## src/rtl/vram_pkg.sv

```systemverilog
// Shared VRAM definitions for the arbiter, the video fetch engine and the CPU bus decoder.
package vram_pkg;

   localparam int VRAM_ADDR_W = 13;
   localparam int VRAM_DATA_W = 8;

   // Owner of the return slot, one cycle after the grant.
   typedef enum logic [1:0] {
      OWN_NONE = 2'd0,
      OWN_VID  = 2'd1,
      OWN_CPU  = 2'd2
   } owner_e;

endpackage : vram_pkg

```

## src/rtl/vram_starve_timer.sv

```systemverilog
// Counts cycles an eligible CPU request is refused and raises force_cpu once the
// refusal count reaches STARVE_LIMIT (STARVE_LIMIT = 0 disables forcing).
module vram_starve_timer #(
   parameter int STARVE_LIMIT = 8
) (
   input  logic dot_clk,
   input  logic reset,
   input  logic cpu_req,
   input  logic cpu_eligible,
   input  logic cpu_grant,
   output logic force_cpu
);

   localparam int CNT_W = (STARVE_LIMIT > 0) ? $clog2(STARVE_LIMIT + 1) : 1;
   localparam logic [CNT_W-1:0] LIMIT = CNT_W'(STARVE_LIMIT);

   logic [CNT_W-1:0] starve;

   // NOTE: sequential state uses non-blocking assignments so every flop samples pre-edge values.
   always_ff @(posedge dot_clk) begin
      if (reset) begin
         starve <= '0;
      end else if (!cpu_req || cpu_grant) begin
         starve <= '0;
      end else if (cpu_eligible && (starve != LIMIT)) begin
         starve <= starve + 1'b1;
      end
   end

   assign force_cpu = (STARVE_LIMIT != 0) && cpu_eligible && (starve == LIMIT);

endmodule : vram_starve_timer

```

## src/rtl/vram_arbiter.sv

```systemverilog
// Single-port VRAM arbiter: video fetches win by default, the starve timer bounds
// CPU latency, and every access returns data exactly one cycle after its grant.
module vram_arbiter
   import vram_pkg::*;
#(
   parameter int ADDR_W       = VRAM_ADDR_W,
   parameter int DATA_W       = VRAM_DATA_W,
   parameter int STARVE_LIMIT = 8
) (
   input  logic              dot_clk,
   input  logic              reset,
   input  logic              vid_req,
   input  logic [ADDR_W-1:0] vid_addr,
   output logic              vid_ack,
   output logic              vid_rvalid,
   output logic [DATA_W-1:0] vid_rdata,
   input  logic              cpu_req,
   input  logic              cpu_we,
   input  logic [ADDR_W-1:0] cpu_addr,
   input  logic [DATA_W-1:0] cpu_wdata,
   output logic              cpu_ack,
   output logic [DATA_W-1:0] cpu_rdata,
   output logic [ADDR_W-1:0] mem_addr,
   output logic              mem_we,
   output logic [DATA_W-1:0] mem_wdata,
   input  logic [DATA_W-1:0] mem_rdata
);

   owner_e            owner;
   owner_e            owner_nxt;
   logic              owner_we;
   logic              cpu_busy;
   logic              cpu_eligible;
   logic              force_cpu;
   logic              cpu_grant;
   logic              vid_grant;
   logic [DATA_W-1:0] cpu_rdata_q;

   assign cpu_eligible = cpu_req && !cpu_busy;

   vram_starve_timer #(
      .STARVE_LIMIT (STARVE_LIMIT)
   ) u_starve_timer (
      .dot_clk      (dot_clk),
      .reset        (reset),
      .cpu_req      (cpu_req),
      .cpu_eligible (cpu_eligible),
      .cpu_grant    (cpu_grant),
      .force_cpu    (force_cpu)
   );

   // NOTE: every always_comb output gets a default first, so no path can infer a latch.
   always_comb begin
      cpu_grant = 1'b0;
      vid_grant = 1'b0;
      owner_nxt = OWN_NONE;
      if (!reset) begin
         if (force_cpu || (cpu_eligible && !vid_req)) begin
            cpu_grant = 1'b1;
            owner_nxt = OWN_CPU;
         end else if (vid_req) begin
            vid_grant = 1'b1;
            owner_nxt = OWN_VID;
         end
      end
   end

   always_ff @(posedge dot_clk) begin
      if (reset) begin
         owner    <= OWN_NONE;
         owner_we <= 1'b0;
      end else begin
         owner    <= owner_nxt;
         owner_we <= cpu_grant && cpu_we;
      end
   end

   // Busy spans grant-to-ack so the CPU cannot be re-granted in its own ack cycle.
   always_ff @(posedge dot_clk) begin
      if (reset) begin
         cpu_busy <= 1'b0;
      end else if (cpu_grant) begin
         cpu_busy <= 1'b1;
      end else if (owner == OWN_CPU) begin
         cpu_busy <= 1'b0;
      end
   end

   assign mem_addr  = cpu_grant ? cpu_addr : vid_addr;
   assign mem_we    = cpu_grant && cpu_we;
   assign mem_wdata = cpu_wdata;
   assign vid_ack   = vid_grant;

   assign vid_rvalid = (owner == OWN_VID);
   assign vid_rdata  = mem_rdata;
   assign cpu_ack    = (owner == OWN_CPU);

   // Read data passes straight through on a CPU read ack, otherwise the last value is held.
   always_comb begin
      cpu_rdata = cpu_rdata_q;
      if ((owner == OWN_CPU) && !owner_we) begin
         cpu_rdata = mem_rdata;
      end
   end

   always_ff @(posedge dot_clk) begin
      if (reset) begin
         cpu_rdata_q <= '0;
      end else begin
         cpu_rdata_q <= cpu_rdata;
      end
   end

endmodule : vram_arbiter

```

## config.mk

```make
export PLATFORM = sky130hd
export DESIGN_NAME = vram_arbiter
export DESIGN_NICKNAME = d
export VERILOG_FILES = /design/src/rtl/vram_pkg.sv /design/src/rtl/vram_starve_timer.sv /design/src/rtl/vram_arbiter.sv
export SDC_FILE = /design/constraint.sdc
export NUM_CORES = 1
export LEC_CHECK = 0
export ABC_AREA = 1
export BUFFER_PORTS_ARGS = -buffer_cell sky130_fd_sc_hd__buf_4
export CORE_MARGIN = 5
export CORE_UTILIZATION = 36
export CTS_BUF_LIST = sky130_fd_sc_hd__clkbuf_8
export CTS_CLUSTER_DIAMETER = 80
export DETAILED_ROUTE_END_ITERATION = 6
export MAX_ROUTING_LAYER = met4
export PLACE_DENSITY = 0.81
export SETUP_SLACK_MARGIN = 0.3
export SYNTH_ARGS = -nofsm -noshare
export SYNTH_HDL_FRONTEND = slang
export SYNTH_SLANG_ARGS = --single-unit
```

## constraint.sdc

```tcl
create_clock -name dot_clk -period 1.43 [get_ports dot_clk]
set_clock_uncertainty 0.15 [all_clocks]
set_input_delay 0.0715 -clock dot_clk [delete_from_list [all_inputs] [get_ports dot_clk]]
set_output_delay 0.0715 -clock dot_clk [all_outputs]
set_load 0.005 [all_outputs]
```

==> results by group <==
Outcome
  – Status: finished, violations left
  – Violated checks: hold timing, setup timing

Global routing
  – Pin count of the biggest net entering global routing: 15
  – GRT Util Overall: 0.169
  – Vias in the first global route: roughly 1300
  – First-pass GRT wire length: ~5400 µm
  – Remaining Overflow, GRT: 0
  – Antenna violations before repair: 0

Detailed routing
  – DR WL met3: 303 µm
  – Met1 Routed Length: 1460 µm
  – Antenna viol nets, final: 0
  – Initial DRC Count: 37
  – Max layer used: met4
  – DRC Markers: 0
  – Via density: 4.73
  – Wire per inst: approximately 14 µm
  – Initial DRT Pass Iterations: 4
  – Met2 Routed Length: between 2000 and 2500 µm
  – Via Count: 1344
  – Post-Route WL: 4020 µm

Worst setup path
  – Worst Setup End Kind: primary output
  – Buf/Inv on CP: 3
  – Setup CP Type: flip-flop to primary output
  – Crit path cell chain: inv_2, ha_4, nand3_4, nand2_4, nand3_4, buf_6, nand2_2, nand2_2, buf_6
  – Crit path required time: 1.21 ns
  – Crit path arrival time: 1.47 ns
  – Crit-path slowest cell: dfxtp_2
  – CP Max Fanout: 5
  – Critical Path Max Stage Delay: 0.32 ns
  – CP delay by family, top: simple AND/OR/NAND/NOR gates
  – Critical Path Source Type: flip-flop

Power
  – Clk pwr share: 0.293
  – Leakage Power: 0.00108 µW
  – VDD IR max: 364 µV
  – P_sw: 395 µW
  – Gate power share: 0.365
  – Internal: 993 µW
  – Power Dens Cells: 638 nW/µm²
  – Sw frac: 0.285
  – Sequential power share: 0.342

Clock tree
  – H-tree depth: 1
  – CTS tree: yes
  – Clk slew on worst S/H paths: 0.07 ns
  – CTS Buffer Depth: 2
  – Hold_buf cts: 11
  – Num Clock Sinks: 16
  – Clk_lat worst skew: about 0.25 ns
  – Root Driver: clkbuf_8
  – Total CTS buffers: 3

Layout
  – Fill count: roughly 190
  – Antenna cells: 0
  – Final net count: 303
  – Final instance area: about 2200 µm²
  – Multi-input logic area: 761 µm²
  – Layout Cells excl Fill: ~280
  – Sequential cell area: 325 µm²
  – P&R area growth vs syn: 104%
  – Share of cells above drive strength 1: 0.621

Timing
  – Finish-stage setup viols: 27
  – Fin worst setup slack: -0.266 ns
  – Unrepaired setup endpoints after global routing: true
  – Final hold violations: 4
  – Final hold slack: -0.0686 ns
  – Least-Margin Pin Slew: about 0.45 ns
  – Final critical-path share of the clock period: 1.19
  – Max Freq: 590 MHz
  – Max-slew headroom: 0.697
  – Fin crit period: 1.70 ns
  – Pins Over Slew Limit: 0
  – Final setup TNS: -5.05 ns

Floorplan
  – Row count: 19
  – Die footprint: 4150 µm²
  – Die X: 64.4 µm
  – Starting Density: 0.380
  – I/O pins: 88
  – Placeable Area: approximately 2800 µm²
  – Die Span Y: 64.4 µm

Synth
  – Top post-synthesis cells by area: dfxtp_1 (30%), nand2_1 (21%), buf_4 (12%), inv_1 (9.5%), nor2_1 (4.6%)
  – Area share of the largest cell type after synthesis: 0.300
  – Post-Syn Area: 1070 µm²
  – Syn. warnings: 0
  – Mean post-synth cell area: 6.38 µm²
  – Syn Inst Count: 167
  – Synth cell types: 21
  – Post-synthesis sequential area ratio: 0.300
  – Largest area contributor in the netlist: dfxtp_1
  – Synth Register Bits: 16
  – Syn_nets: ~220

Placement
  – Dpl cells: 256
  – Port-buffer cells: 71
  – RePlAce Congestion: 0.791
  – Placed cell area: 1600 µm²
  – Final HPWL DP: 2210 µm

Worst hold path
  – Hold Crit Class: input pin to flip-flop

Run
  – Maxcap violations: 0
[timing repair]
| action | 4_1_cts | 5_1_grt |
|---|---|---|
| setup endpoints to repair | 38 | 41 |
| buffers inserted | 5 | 6 |
| resized for setup | 40 | 45 |
| pin swaps | 16 | 16 |
| endpoints found under the hold margin | 19 | 4 |
| cloned | 2 | 0 |
[registers in the layout, indices dropped and copies added, names as in the netlist]
signal                 flops
cpu_rdata_q                8
cpu_busy                   1
owner                      2
u_starve_timer.starve      4
owner_we                   1
[cell usage in the layout (no fill, tap or decap), types with 7 or more instances in the layout]
| cell | instances |
|---|---|
| inv_1 | 17 |
| o21ai_4 | 7 |
| nand2_2 | 17 |
| dlygate4sd3_1 | 11 |
| nor2_1 | 8 |
| nand2_1 | 36 |
| buf_4 | 62 |
| nand2_4 | 9 |
| buf_6 | 27 |
| inv_2 | 11 |
| dfxtp_1 | 12 |
[stage by stage]
step	utilization	setup WS (ns)	total power, µW
2_1_floorplan	-	0.117	658
3_3_place_gp	0.570	0.0193	818
3_5_place_dp	0.570	0.00166	823
4_1_cts	0.705	-0.239	1310
5_1_grt	0.776	-0.335	1450
6_report	0.776	-0.266	1390
[worst register-to-register path: cells and delay by family, from the launching register on]
family,cells,cell delay (ns)
AOI/OAI and AO/OA,1,0.17
and+or+nand+nor,4,0.31
buffers and inverters,3,0.31
DFF,1,0.33
adders and majority gates,1,0.16
[logic make-up after synthesis]
| kind of cell | count (synthesis) | share of synthesized area |
|---|---|---|
| simple gates | 85 | 0.350 |
| fa+ha+maj | 2 | 0.0235 |
| buf+inv | 49 | 0.249 |
| compound gates | 15 | 0.0775 |
| flops | 16 | 0.300 |
[per-layer routing]
layer,vias up,GRT usage
met5,-,-
met4,0,0.0607
met3,6,0.0415
met2,66,0.311
met1,609,0.175
li1,663,-
[final cells by class]
cell class | count | area share
Timing Repair Buffer | 100 | 0.404
Inverter | 29 | 0.0535
Clock buffer | 4 | 0.0253
Tap cell | 31 | 0.0178
Sequential cell | 16 | 0.150
Multi-Input combinational cell | 104 | 0.350
[cell usage after synthesis]
cell,instances
inv_4,1
a21oi_1,4
nor2_8,1
dfxtp_1,16
inv_1,27
nand3_4,1
nor2_1,13
buf_4,17
buf_6,2
o21ai_1,8
clkbuf_1,1
inv_2,1
nand4_1,2
ha_1,2
o31ai_1,1
nand2_2,2
nor2_2,1
nand3_1,4
nand3_2,1
a211oi_1,2
nand2_1,60
[final timing paths]
| kind | start | endpoint | slack, ns | cells after the start |
|---|---|---|---|---|
| max | u_starve_timer.starve[0] | mem_addr[12] | -0.27 | 9 |
| min | mem_rdata[5] | cpu_rdata_q[5] | -0.07 | 3 |
| min reg2reg | u_starve_timer.starve[0] | u_starve_timer.starve[0] | 0.37 | 3 |
| max reg2reg | u_starve_timer.starve[0] | u_starve_timer.starve[3] | -0.08 | 9 |
[power by group through the flow]
| stage | sequential (µW) | combinational, µW | clock [µW] |
|---|---|---|---|
| final | 475 | 507 | 407 |
| after floorplan | 484 | 174 | 0 |
| after global routing | 476 | 546 | 426 |
| after global placement | 483 | 334 | 0 |
| after detailed placement | 484 | 339 | 0 |
| after CTS | 474 | 432 | 405 |
Note: power is estimated with default switching activity, not from simulation.
